**src/rtl/pipelined_instruction_decoder.sv**
```systemverilog
// -----------------------------------------------------------------------------
// pipelined_instruction_decoder
//
// Purpose
//   A single registered pipeline stage between fetch and execute. Each
//   accepted 32-bit MIPS word is decoded into datapath controls, a resolved
//   register write address, an extended immediate and an illegal flag. The
//   stage detects lw load-use hazards against the instruction waiting at its
//   input and inserts STALL_CYCLES bubbles. Without a hazard it sustains one
//   instruction per cycle.
//
// Parameters
//   IMM_WIDTH     width of imm_ext (>= 16)
//   LINK_REG      write address used by jal
//   STALL_CYCLES  bubbles inserted per load-use hazard (>= 1)
//   CNT_WIDTH     width of the optional performance counters
//
// Optional feature
//   DECODER_PERF_CNT_EN  when defined, adds perf_decoded and perf_stalls.
//                        perf_decoded counts accepted instructions and
//                        perf_stalls counts inserted bubbles. Both wrap to 0.
//                        Reset clears them. flush does not.
//
// Ports
//   clk, rst_n            clock (rising edge), async active-low reset
//   flush                 sync: drop stage contents and hazard state
//   in_valid / in_ready   fetch handshake, instruction = 32-bit word
//   out_valid / out_ready execute handshake for the decoded bundle
//   reg_dst               0 rt, 1 rd, 2 ra
//   alu_src               0 immediate, 1 PC, 2 Db
//   alu_ctrl              0 ADD, 1 SUB, 3 SLT
//   ext_method .. inv_zero single-bit controls
//   rs, rt, wr_addr       source fields and resolved destination
//   imm_ext               instr[15:0], zero-extended when ext_method=1,
//                         otherwise sign-extended
//   jump_target           instr[25:0]
//   illegal               unsupported opcode/funct (all controls 0)
// -----------------------------------------------------------------------------
module pipelined_instruction_decoder #(
   parameter int         IMM_WIDTH    = 32,
   parameter logic [4:0] LINK_REG     = 5'd31,
   parameter int         STALL_CYCLES = 1,
   parameter int         CNT_WIDTH    = 16
) (
   input  logic                 clk,
   input  logic                 rst_n,
   input  logic                 flush,
   input  logic                 in_valid,
   output logic                 in_ready,
   input  logic [31:0]          instruction,
   output logic                 out_valid,
   input  logic                 out_ready,
   output logic [1:0]           reg_dst,
   output logic [1:0]           alu_src,
   output logic [2:0]           alu_ctrl,
   output logic                 ext_method,
   output logic                 reg_wr,
   output logic                 branch,
   output logic                 jump,
   output logic                 mem_wr,
   output logic                 mem_to_reg,
   output logic                 jump_reg,
   output logic                 inv_zero,
   output logic [4:0]           rs,
   output logic [4:0]           rt,
   output logic [4:0]           wr_addr,
   output logic [IMM_WIDTH-1:0] imm_ext,
   output logic [25:0]          jump_target,
   output logic                 illegal
`ifdef DECODER_PERF_CNT_EN
   ,
   output logic [CNT_WIDTH-1:0] perf_decoded,
   output logic [CNT_WIDTH-1:0] perf_stalls
`endif
);

   // Parameter sanity, evaluated at elaboration only.
   if (IMM_WIDTH < 16 || STALL_CYCLES < 1 || CNT_WIDTH < 1) begin : g_param_check
      $error("pipelined_instruction_decoder: IMM_WIDTH>=16, STALL_CYCLES>=1, CNT_WIDTH>=1 required");
   end

   // ---------------------------------------------------------------------------
   // Encodings
   // ---------------------------------------------------------------------------
   localparam logic [5:0] OP_RTYPE = 6'h00;
   localparam logic [5:0] OP_JAL   = 6'h03;
   localparam logic [5:0] OP_BEQ   = 6'h04;
   localparam logic [5:0] OP_BNE   = 6'h05;
   localparam logic [5:0] OP_ADDI  = 6'h08;
   localparam logic [5:0] OP_ADDIU = 6'h09;
   localparam logic [5:0] OP_LW    = 6'h23;
   localparam logic [5:0] OP_SW    = 6'h2B;

   localparam logic [5:0] FN_JR    = 6'h08;
   localparam logic [5:0] FN_ADD   = 6'h20;
   localparam logic [5:0] FN_ADDU  = 6'h21;
   localparam logic [5:0] FN_SLT   = 6'h2A;

   typedef enum logic [1:0] {DST_RT = 2'd0, DST_RD = 2'd1, DST_RA = 2'd2} reg_dst_e;
   typedef enum logic [1:0] {SRC_IMM = 2'd0, SRC_PC = 2'd1, SRC_DB = 2'd2} alu_src_e;
   typedef enum logic [2:0] {ALU_ADD = 3'd0, ALU_SUB = 3'd1, ALU_SLT = 3'd3} alu_ctrl_e;
   typedef enum logic       {ST_RUN = 1'b0, ST_STALL = 1'b1} state_e;

   typedef struct packed {
      reg_dst_e               reg_dst;
      alu_src_e               alu_src;
      alu_ctrl_e              alu_ctrl;
      logic                   ext_method;
      logic                   reg_wr;
      logic                   branch;
      logic                   jump;
      logic                   mem_wr;
      logic                   mem_to_reg;
      logic                   jump_reg;
      logic                   inv_zero;
      logic [4:0]             rs;
      logic [4:0]             rt;
      logic [4:0]             wr_addr;
      logic [IMM_WIDTH-1:0]   imm_ext;
      logic [25:0]            jump_target;
      logic                   illegal;
   } bundle_t;

   // Stall counter only needs to hold STALL_CYCLES-1.
   localparam int SC_W = (STALL_CYCLES > 1) ? $clog2(STALL_CYCLES) : 1;

   // ---------------------------------------------------------------------------
   // Combinational decode of the word presented by fetch
   // ---------------------------------------------------------------------------
   logic [5:0]  opcode;
   logic [5:0]  funct;
   logic [15:0] imm16;
   bundle_t     dec;
   logic        uses_rs;
   logic        uses_rt;
   logic        is_lw;

   assign opcode = instruction[31:26];
   assign funct  = instruction[5:0];
   assign imm16  = instruction[15:0];

   always_comb begin
      // NOTE: every signal driven here gets a default first, so no path through
      // the case statements can leave it unassigned and infer a latch.
      dec     = '0;
      uses_rs = 1'b0;
      uses_rt = 1'b0;
      is_lw   = 1'b0;

      case (opcode)
         OP_RTYPE: begin
            case (funct)
               FN_ADD, FN_ADDU: begin
                  dec.reg_dst  = DST_RD;
                  dec.alu_src  = SRC_DB;
                  dec.alu_ctrl = ALU_ADD;
                  dec.reg_wr   = 1'b1;
                  uses_rs      = 1'b1;
                  uses_rt      = 1'b1;
               end
               FN_SLT: begin
                  dec.reg_dst  = DST_RD;
                  dec.alu_src  = SRC_DB;
                  dec.alu_ctrl = ALU_SLT;
                  dec.reg_wr   = 1'b1;
                  uses_rs      = 1'b1;
                  uses_rt      = 1'b1;
               end
               FN_JR: begin
                  // Target comes from rs; nothing is written back.
                  dec.jump_reg = 1'b1;
                  uses_rs      = 1'b1;
               end
               default: dec.illegal = 1'b1;
            endcase
         end
         OP_ADDI: begin
            dec.reg_wr = 1'b1;
            uses_rs    = 1'b1;
         end
         OP_ADDIU: begin
            dec.reg_wr     = 1'b1;
            dec.ext_method = 1'b1;
            uses_rs        = 1'b1;
         end
         OP_JAL: begin
            // Link address is computed from PC by the ALU.
            dec.reg_dst = DST_RA;
            dec.alu_src = SRC_PC;
            dec.reg_wr  = 1'b1;
            dec.jump    = 1'b1;
         end
         OP_BEQ, OP_BNE: begin
            dec.alu_src  = SRC_DB;
            dec.alu_ctrl = ALU_SUB;
            dec.branch   = 1'b1;
            dec.inv_zero = (opcode == OP_BNE);
            uses_rs      = 1'b1;
            uses_rt      = 1'b1;
         end
         OP_LW: begin
            dec.reg_wr     = 1'b1;
            dec.mem_to_reg = 1'b1;
            uses_rs        = 1'b1;
            is_lw          = 1'b1;
         end
         OP_SW: begin
            dec.mem_wr = 1'b1;
            uses_rs    = 1'b1;
            uses_rt    = 1'b1;
         end
         default: dec.illegal = 1'b1;
      endcase

      // Raw fields pass through for every word, legal or not.
      dec.rs          = instruction[25:21];
      dec.rt          = instruction[20:16];
      dec.jump_target = instruction[25:0];
      dec.imm_ext     = dec.ext_method ? IMM_WIDTH'(imm16)
                                       : IMM_WIDTH'($signed(imm16));

      case (dec.reg_dst)
         DST_RD:  dec.wr_addr = instruction[15:11];
         DST_RA:  dec.wr_addr = LINK_REG;
         default: dec.wr_addr = instruction[20:16];
      endcase
   end

   // ---------------------------------------------------------------------------
   // Hazard detection
   // ---------------------------------------------------------------------------
   // The record only ever holds a non-zero rt, so a $0 read can never match.
   logic       lw_pend;
   logic [4:0] lw_rt;
   logic       rd_match;

   assign rd_match = lw_pend && ((uses_rs && (dec.rs == lw_rt)) ||
                                 (uses_rt && (dec.rt == lw_rt)));

   // ---------------------------------------------------------------------------
   // Control FSM
   // ---------------------------------------------------------------------------
   state_e           state, state_nx;
   logic [SC_W-1:0]  stall_cnt, stall_cnt_nx;
   logic             advance;
   logic             accept;
   logic             bubble;
   logic             stall_end;

   assign advance = !out_valid || out_ready;

   // in_ready is built from the word and stage state only; in_valid merely
   // qualifies the RUN->STALL transition, so fetch never sees a ready that
   // depends on its own valid.
   always_comb begin
      state_nx     = state;
      stall_cnt_nx = stall_cnt;
      in_ready     = 1'b0;
      bubble       = 1'b0;
      stall_end    = 1'b0;

      if (flush) begin
         state_nx = ST_RUN;
      end else begin
         case (state)
            ST_RUN: begin
               if (advance) begin
                  if (!rd_match) begin
                     in_ready = 1'b1;
                  end else if (in_valid) begin
                     // This cycle's empty output slot is the first bubble.
                     state_nx     = ST_STALL;
                     stall_cnt_nx = SC_W'(STALL_CYCLES - 1);
                     bubble       = 1'b1;
                  end
               end
            end
            ST_STALL: begin
               if (advance) begin
                  if (stall_cnt == '0) begin
                     // Bubbles are complete: the load result is now forwardable,
                     // so the held instruction enters the stage on this edge.
                     state_nx  = ST_RUN;
                     stall_end = 1'b1;
                     in_ready  = 1'b1;
                  end else begin
                     stall_cnt_nx = stall_cnt - SC_W'(1);
                     bubble       = 1'b1;
                  end
               end
            end
            default: state_nx = ST_RUN;
         endcase
      end
   end

   assign accept = in_valid && in_ready;

   always_ff @(posedge clk or negedge rst_n) begin
      if (!rst_n) begin
         state     <= ST_RUN;
         stall_cnt <= '0;
      end else begin
         // NOTE: state is updated with non-blocking assignments so every flop
         // in this module samples the values from before the clock edge.
         state     <= state_nx;
         stall_cnt <= stall_cnt_nx;
      end
   end

   // Hazard record: written on every acceptance; a stall end or flush drops it.
   always_ff @(posedge clk or negedge rst_n) begin
      if (!rst_n) begin
         lw_pend <= 1'b0;
         lw_rt   <= '0;
      end else if (flush) begin
         lw_pend <= 1'b0;
      end else if (accept) begin
         lw_pend <= is_lw && (dec.rt != 5'd0);
         lw_rt   <= dec.rt;
      end else if (stall_end) begin
         lw_pend <= 1'b0;
      end
   end

   // ---------------------------------------------------------------------------
   // Output stage
   // ---------------------------------------------------------------------------
   bundle_t out_q;

   always_ff @(posedge clk or negedge rst_n) begin
      if (!rst_n) begin
         // NOTE: the data bundle is reset too, not just out_valid, so execute
         // never observes X on controls that it may sample unqualified.
         out_valid <= 1'b0;
         out_q     <= '0;
      end else if (flush) begin
         out_valid <= 1'b0;
      end else if (advance) begin
         // Without an acceptance the slot becomes a bubble; data is kept.
         out_valid <= accept;
         if (accept) begin
            out_q <= dec;
         end
      end
   end

   assign reg_dst     = out_q.reg_dst;
   assign alu_src     = out_q.alu_src;
   assign alu_ctrl    = out_q.alu_ctrl;
   assign ext_method  = out_q.ext_method;
   assign reg_wr      = out_q.reg_wr;
   assign branch      = out_q.branch;
   assign jump        = out_q.jump;
   assign mem_wr      = out_q.mem_wr;
   assign mem_to_reg  = out_q.mem_to_reg;
   assign jump_reg    = out_q.jump_reg;
   assign inv_zero    = out_q.inv_zero;
   assign rs          = out_q.rs;
   assign rt          = out_q.rt;
   assign wr_addr     = out_q.wr_addr;
   assign imm_ext     = out_q.imm_ext;
   assign jump_target = out_q.jump_target;
   assign illegal     = out_q.illegal;

   // ---------------------------------------------------------------------------
   // Optional performance counters
   // ---------------------------------------------------------------------------
`ifdef DECODER_PERF_CNT_EN
   always_ff @(posedge clk or negedge rst_n) begin
      if (!rst_n) begin
         perf_decoded <= '0;
         perf_stalls  <= '0;
      end else begin
         if (accept) begin
            perf_decoded <= perf_decoded + CNT_WIDTH'(1);
         end
         if (bubble) begin
            perf_stalls <= perf_stalls + CNT_WIDTH'(1);
         end
      end
   end
`endif

endmodule

```
**config.mk**
```make
export PLATFORM = sky130hd
export DESIGN_NAME = pipelined_instruction_decoder
export DESIGN_NICKNAME = d
export VERILOG_FILES = /design/src/rtl/pipelined_instruction_decoder.sv
export SDC_FILE = /design/constraint.sdc
export NUM_CORES = 1
export LEC_CHECK = 0
export CAP_MARGIN = 20
export CORE_ASPECT_RATIO = 0.5
export CORE_MARGIN = 10
export CORE_UTILIZATION = 35
export CTS_BUF_LIST = sky130_fd_sc_hd__clkbuf_16
export CTS_CLUSTER_DIAMETER = 60
export DETAILED_ROUTE_END_ITERATION = 6
export PLACE_DENSITY = 0.73
export SLEW_MARGIN = 25
export SYNTH_ARGS = -nofsm -noshare
export SYNTH_HDL_FRONTEND = slang
export SYNTH_SLANG_ARGS = --single-unit
```
**constraint.sdc**
```tcl
create_clock -name clk -period 3.7 [get_ports clk]
set_clock_uncertainty 0.05 [all_clocks]
set_input_delay 0.74 -clock clk [delete_from_list [all_inputs] [get_ports clk]]
set_output_delay 0.74 -clock clk [all_outputs]
set_load 0.005 [all_outputs]
```
**After elaboration in Yosys (flattened, before gate mapping)**

Index checks and enable logic that the tools add are counted.

- Add/subtract/negate cells: 1
- Multiply operators: 0
- Divide/modulo/power cells: 0
- $lt $le $gt $ge: 0
- Equal/unequal tests: 19
- Shifts and indexed selects: 0
- Muxes and demuxes: 47
- Bitwise operators: 2
- Reductions and logical operators: 23

Operators by type and width:

| cell | number |
|---|---|
| two-way mux 1 bit | 34 |
| two-way mux 32 bit | 1 |
| == test 6 bit (second input constant) | 5 |
| == test 6 x 4 -> 1 bit (second input constant) | 3 |
| case mux 1 bit (2 select lines) | 7 |
| == test 6 x 3 -> 1 bit (second input constant) | 2 |
| case mux 6 bit (2 select lines) | 1 |
| == test 5 bit | 2 |
| case mux 5 bit (2 select lines) | 1 |
| OR reduction 4 bit | 2 |
| OR reduction 7 bit | 1 |
| == test 6 x 2 -> 1 bit (second input constant) | 1 |
| logical NOT 6 bit | 1 |
| inequality test 2 bit (second input constant) | 3 |
| case mux 2 bit (3 select lines) | 1 |
| case mux 3 bit (2 select lines) | 1 |
| OR reduction 3 bit | 2 |
| OR reduction 6 bit | 1 |
| logical AND 1 bit | 5 |
| AND reduction 5 bit | 1 |
| nonzero test 5 bit | 1 |
| case mux 2 bit (2 select lines) | 1 |
| OR reduction 2 bit | 2 |
| AND reduction 3 bit | 1 |
| other kinds (10) | 12 |

- Register bits after elaboration: 98
- Latch bits: 0
- Bits in writable memories: 0
- ROM bits: 0
- Input port bits: 37
- Output and inout bits: 91
- Logic and storage cells: 114
- Memories: 0

**Depth between registers and ports, before layout**

- Word-level depth: 14
- Mapped depth: 8
- Depth with buffers taken out: 7

**Worst setup path before layout**

No wires, ideal clock.

- Path type: input -> output
- Start point: input port instruction[4]
- End point: output port in_ready
- Arrival time: 2136 ps
- Required time: 2910 ps
- Path slack: 774 ps
- Cell stages on the path: 5
- Buffers on the path: 0
- Cell sequence: nor4_1 o2111ai_2 a2111oi_4 a21oi_1 and3_1

- Word-level cells in the longest chain between the ends: 11
- Elaborated cells on any way between the ends: 18
- Those cells by class: 4 x eq/ne; 8 x mux; 6 x reduce/logical

RTL lines:

| item | line | source |
|---|---|---|
| start: declaration | 50 | `input logic [31:0] instruction,` |
| == test 6 x 4 -> 1 bit or == test 6 bit (tied branches) | 152 | `case (funct)` |
| OR reduction 4 bit (no source line) or OR reduction 3 bit (tied branches) | - |  |
| two-way mux 1 bit | 152 |  |
| case mux 1 bit (2 select lines) | 150 | `case (opcode)` |
| logical AND 1 bit, on equally long branches | 237, 238 |  |
| logical OR 1 bit (*) | 237 | `assign rd_match = lw_pend && ((uses_rs && (dec.rs == lw_rt)) \|\|` |
| logical AND 1 bit (*) | 237 |  |
| two-way mux 1 bit (*) | 268 | `if (!rd_match) begin` |
| two-way mux 1 bit (*) | 267 | `if (advance) begin` |
| case mux 1 bit (2 select lines) (*) | 265 | `case (state)` |
| two-way mux 1 bit (*) | 262 | `if (flush) begin` |
| end: declaration | 49 | `output logic in_ready,` |

Mark *: on every way between the ends. The rest lies on a longest branch, timed or not.

**Worst setup path in the final report**

- Start point: input port instruction[27]
- End point: output port in_ready

- Word-level cells in the longest chain between the ends: 10
- Elaborated cells on any way between the ends: 19
- Those cells by class: 6 x eq/ne; 6 x mux; 7 x reduce/logical

RTL lines:

| item | line |
|---|---|
| == test 6 x 3 -> 1 bit, or another cell as far along | 150 |
| OR reduction 6 bit (no source line) or OR reduction 3 bit (tied branches) | - |
| case mux 1 bit (2 select lines) | 150 |
| logical AND 1 bit, on equally long branches | 237, 238 |
| logical OR 1 bit (*) | 237 |
| logical AND 1 bit (*) | 237 |
| two-way mux 1 bit (*) | 268 |
| two-way mux 1 bit (*) | 267 |
| case mux 1 bit (2 select lines) (*) | 265 |
| two-way mux 1 bit (*) | 262 |

Marks and branches as above.

==> impl_metrics.ini <==
[cts]
worst_skew_pair.late_latency_ns = 0.29
cts_buffers = 5
clkSinkCount = 55
clockRootBuffer = clkbuf_16
clock_path_buffers = 2
cts_tree = done
post_cts_repair_setup_buffers = 0
cts_hold_repair.buffers = 0
clk_pin_slew_worst_paths_ns = 0.07
cts-htree-levels = 2

[cells_and_area]
n_antenna_cell = 0
final_design_area_no_fill_um2 = 4450
largest_reg_flops = 17
finish.cell_count_without_fillers = 470
fillers = 723
drive_above_1_share_pct = 23.5
most-common-layout-cells = clkdlybuf4s50_1, dfrtp_1, mux2_4
layout_commonest_cell = clkdlybuf4s50_1
area_delta_synth_final_pct = 43.9
design.final.nets = 391
post-route-util_pct = 51.4

[synth]
netlist_instances = 245
post_synth_fa_ha_maj_area_fraction_pct = 0.809
main_combinational_cell_family_by_area_after_synthesis = multiplexers
post_synthesis_sequential_element_count = 55
synth_sequential_area_ratio_pct = 44.5
synth-edff-count = 0
synth_cell_type_count = 42
synth_area_um2 = 3090
yosysWarningCount = 0
postSynthNetCount = 284
synth.mux.area_fraction_pct = 24.1
synth_xor_area_share_pct = 2.83
synth-compound-area-share_pct = 6.11
synth-simple-area-share_pct = 8.01
async_reset_ff_share_pct = 100
ys_dominant_reg_cell = dfrtp_1
synth_area_per_cell_um2 = 12.6

[place]
dpl_cell_area_um2 = 4300
gp_congestion = 0.788
placed_cells_incl_taps = 462
post-dp-hpwl_um = 6980
pre_cts_ws_ns = -0.128
buffer_ports.inserted = 126

[floorplan]
start_util_pct = 35.7
core-area_um2 = 8650
placementRows = 24
io_pins = 128
die_width_um = 153
die_area_um2 = 13200
floorplan.die.height_um = 86.5

[route]
wl_um = 8830
initialDrtViolationCount = 155
vias_per_cell = 4.58
route.antenna.remaining_nets = 0
vias = 2151
route.detailed.drc = 0
first_pass_iters = 4
routed_wire_length_per_instance_um = 18.8

[global_routing]
first_global_vias = 2338
grt_remaining_overflow = 0
grtUsageTotal_pct = 12.8
grt_max_degree = 41
initial_antenna_violation_count = 0
grt_first_pass_wirelength_um = 13900

[timing]
setup_slack_ns = 0.132
rsz0062_at_grt = false
timing.final.max_slew_violations = 0
report.final.hold_viol_count = 0
finalCritPeriodShare_pct = 96.4
max_freq_mhz = 280
tightestPinTransition_ns = 0.852
worst_hold_slack_ns = 0.466
max_slew_margin_pct = 43.2
report.final.setup_viol = 0
post-route-min-period_ns = 3.57

[hold_path]
worstHoldStart = alu_src[1]
worstHoldPathType = flip-flop to flip-flop
whs_endpoint = alu_src[1]
timing.hold.worst_path_depth = 1

[critical_path]
r2r_end = imm_ext[15]
critical_path.max_stage_delay_ns = 0.55
setup.reg_to_reg.worst_slack_ns = 1.57
crit_path_start_kind = primary input
setup.worst_path.end_class = output pin
timing.rr.start = lw_rt[2]
cell_by_cell_trace_of_the_critical_path = clkdlybuf4s50_1, or4b_4, a2bb2oi_2, a2111oi_4, a21oi_1, and3_1, dlygate4sd2_1
r2r.worst_path.cells = 7
critPathRequiredTime_ns = 2.91
crit_arrival_ns = 2.78
timing.critical_path.fanout_max = 2
worst_path_cell_with_the_longest_stage_delay = or4b_4
timing.setup.critical_path_class = primary input to output pin

[power_and_ir_drop]
power.ir.vdd_worst_v = 0.000172
static-leakage-power_nw = 1.91
power.density_cell_area_nw_per_um2 = 406

[outcome]
status = completed

[run]
max_cap_violations = 0
-- where the power goes --
| part | internal (mW) | switching, mW |
|---|---|---|
| combinational | 0.410 | 0.187 |
| clock | 0.248 | 0.212 |
| sequential | 0.678 | 0.0714 |
| total | 1.34 | 0.470 |
-- logic make-up (layout without fill, tap and decap cells) --
logic type / Yosys count / after routing
buf+inv: 59 / 167
flops: 55 / 55
mux: 53 / 53
simple gates: 42 / 42
compound gates: 23 / 23
xor+xnor: 10 / 10
fa+ha+maj: 2 / 2
other cells: 1 / 1
-- synthesized netlist by cell type, types with 2 or more instances --
cell type   n  area, um^2
o211ai_1    3        22.5
ha_1        2        25.0
inv_1      10        37.5
nor3b_1     2        15.0
buf_6       5        56.3
nand4_1     2        12.5
xnor2_1     8        70.1
buf_4      42         315
mux2_4     42         631
a21oi_1     6        30.0
and4b_1     2        20.0
nor3_1      3        15.0
nor2_1      4        15.0
mux2i_1     7        70.1
and3_1      2        12.5
nor2b_1     2        12.5
mux2_2      4        45.0
nand3_1     3        15.0
xor2_1      2        17.5
o21ai_0     7        35.0
nand2_1    12        45.0
dfrtp_1    55        1380
-- stage by stage --
stage	total power, mW	TNS, ns
2_1_floorplan	1.05	0
3_3_place_gp	1.35	-0.0901
3_5_place_dp	1.37	-0.128
4_1_cts	1.83	0
5_1_grt	1.89	0
6_report	1.81	0
-- metal layers --
metal  share of wire [%]  GRT usage [%]
met1                  38           13.7
met2                  57           25.6
met3                 2.1           1.93
met4                 2.0           4.04
met5                   0              0
-- worst max-delay path by stage --
stage	start	slack (ns)	end
final	instruction[27]	0.13	in_ready
after global routing	instruction[27]	0.02	in_ready
after CTS	instruction[27]	0.13	in_ready
after detailed placement	instruction[27]	-0.13	in_ready
after global placement	instruction[27]	-0.09	in_ready
after floorplan	instruction[4]	0.77	in_ready
-- critical path, delay by kind of cell --
family | cells | cell delay [ns]
compound gates | 3 | 0.62
buf+inv | 2 | 0.69
simple gates | 2 | 0.72
-- final cells by class --
type / count / area (um^2) / share of cell area [%]
Inverter: 10 / 37.5 / 0.844
Tap cell: 117 / 146 / 3.29
Sequential cell: 55 / 1380 / 30.9
Timing Repair Buffer: 149 / 1440 / 32.3
Multi-Input combinational cell: 131 / 1310 / 29.4
Clock buffer: 5 / 125 / 2.81
Clock inverter: 3 / 16.3 / 0.366
-- timing repair --
item,CTS,global route
hold endpoints to repair,0,0
setup endpoints to repair,1,0
resized for setup,3,0
Note: power is estimated with default switching activity, not from simulation.
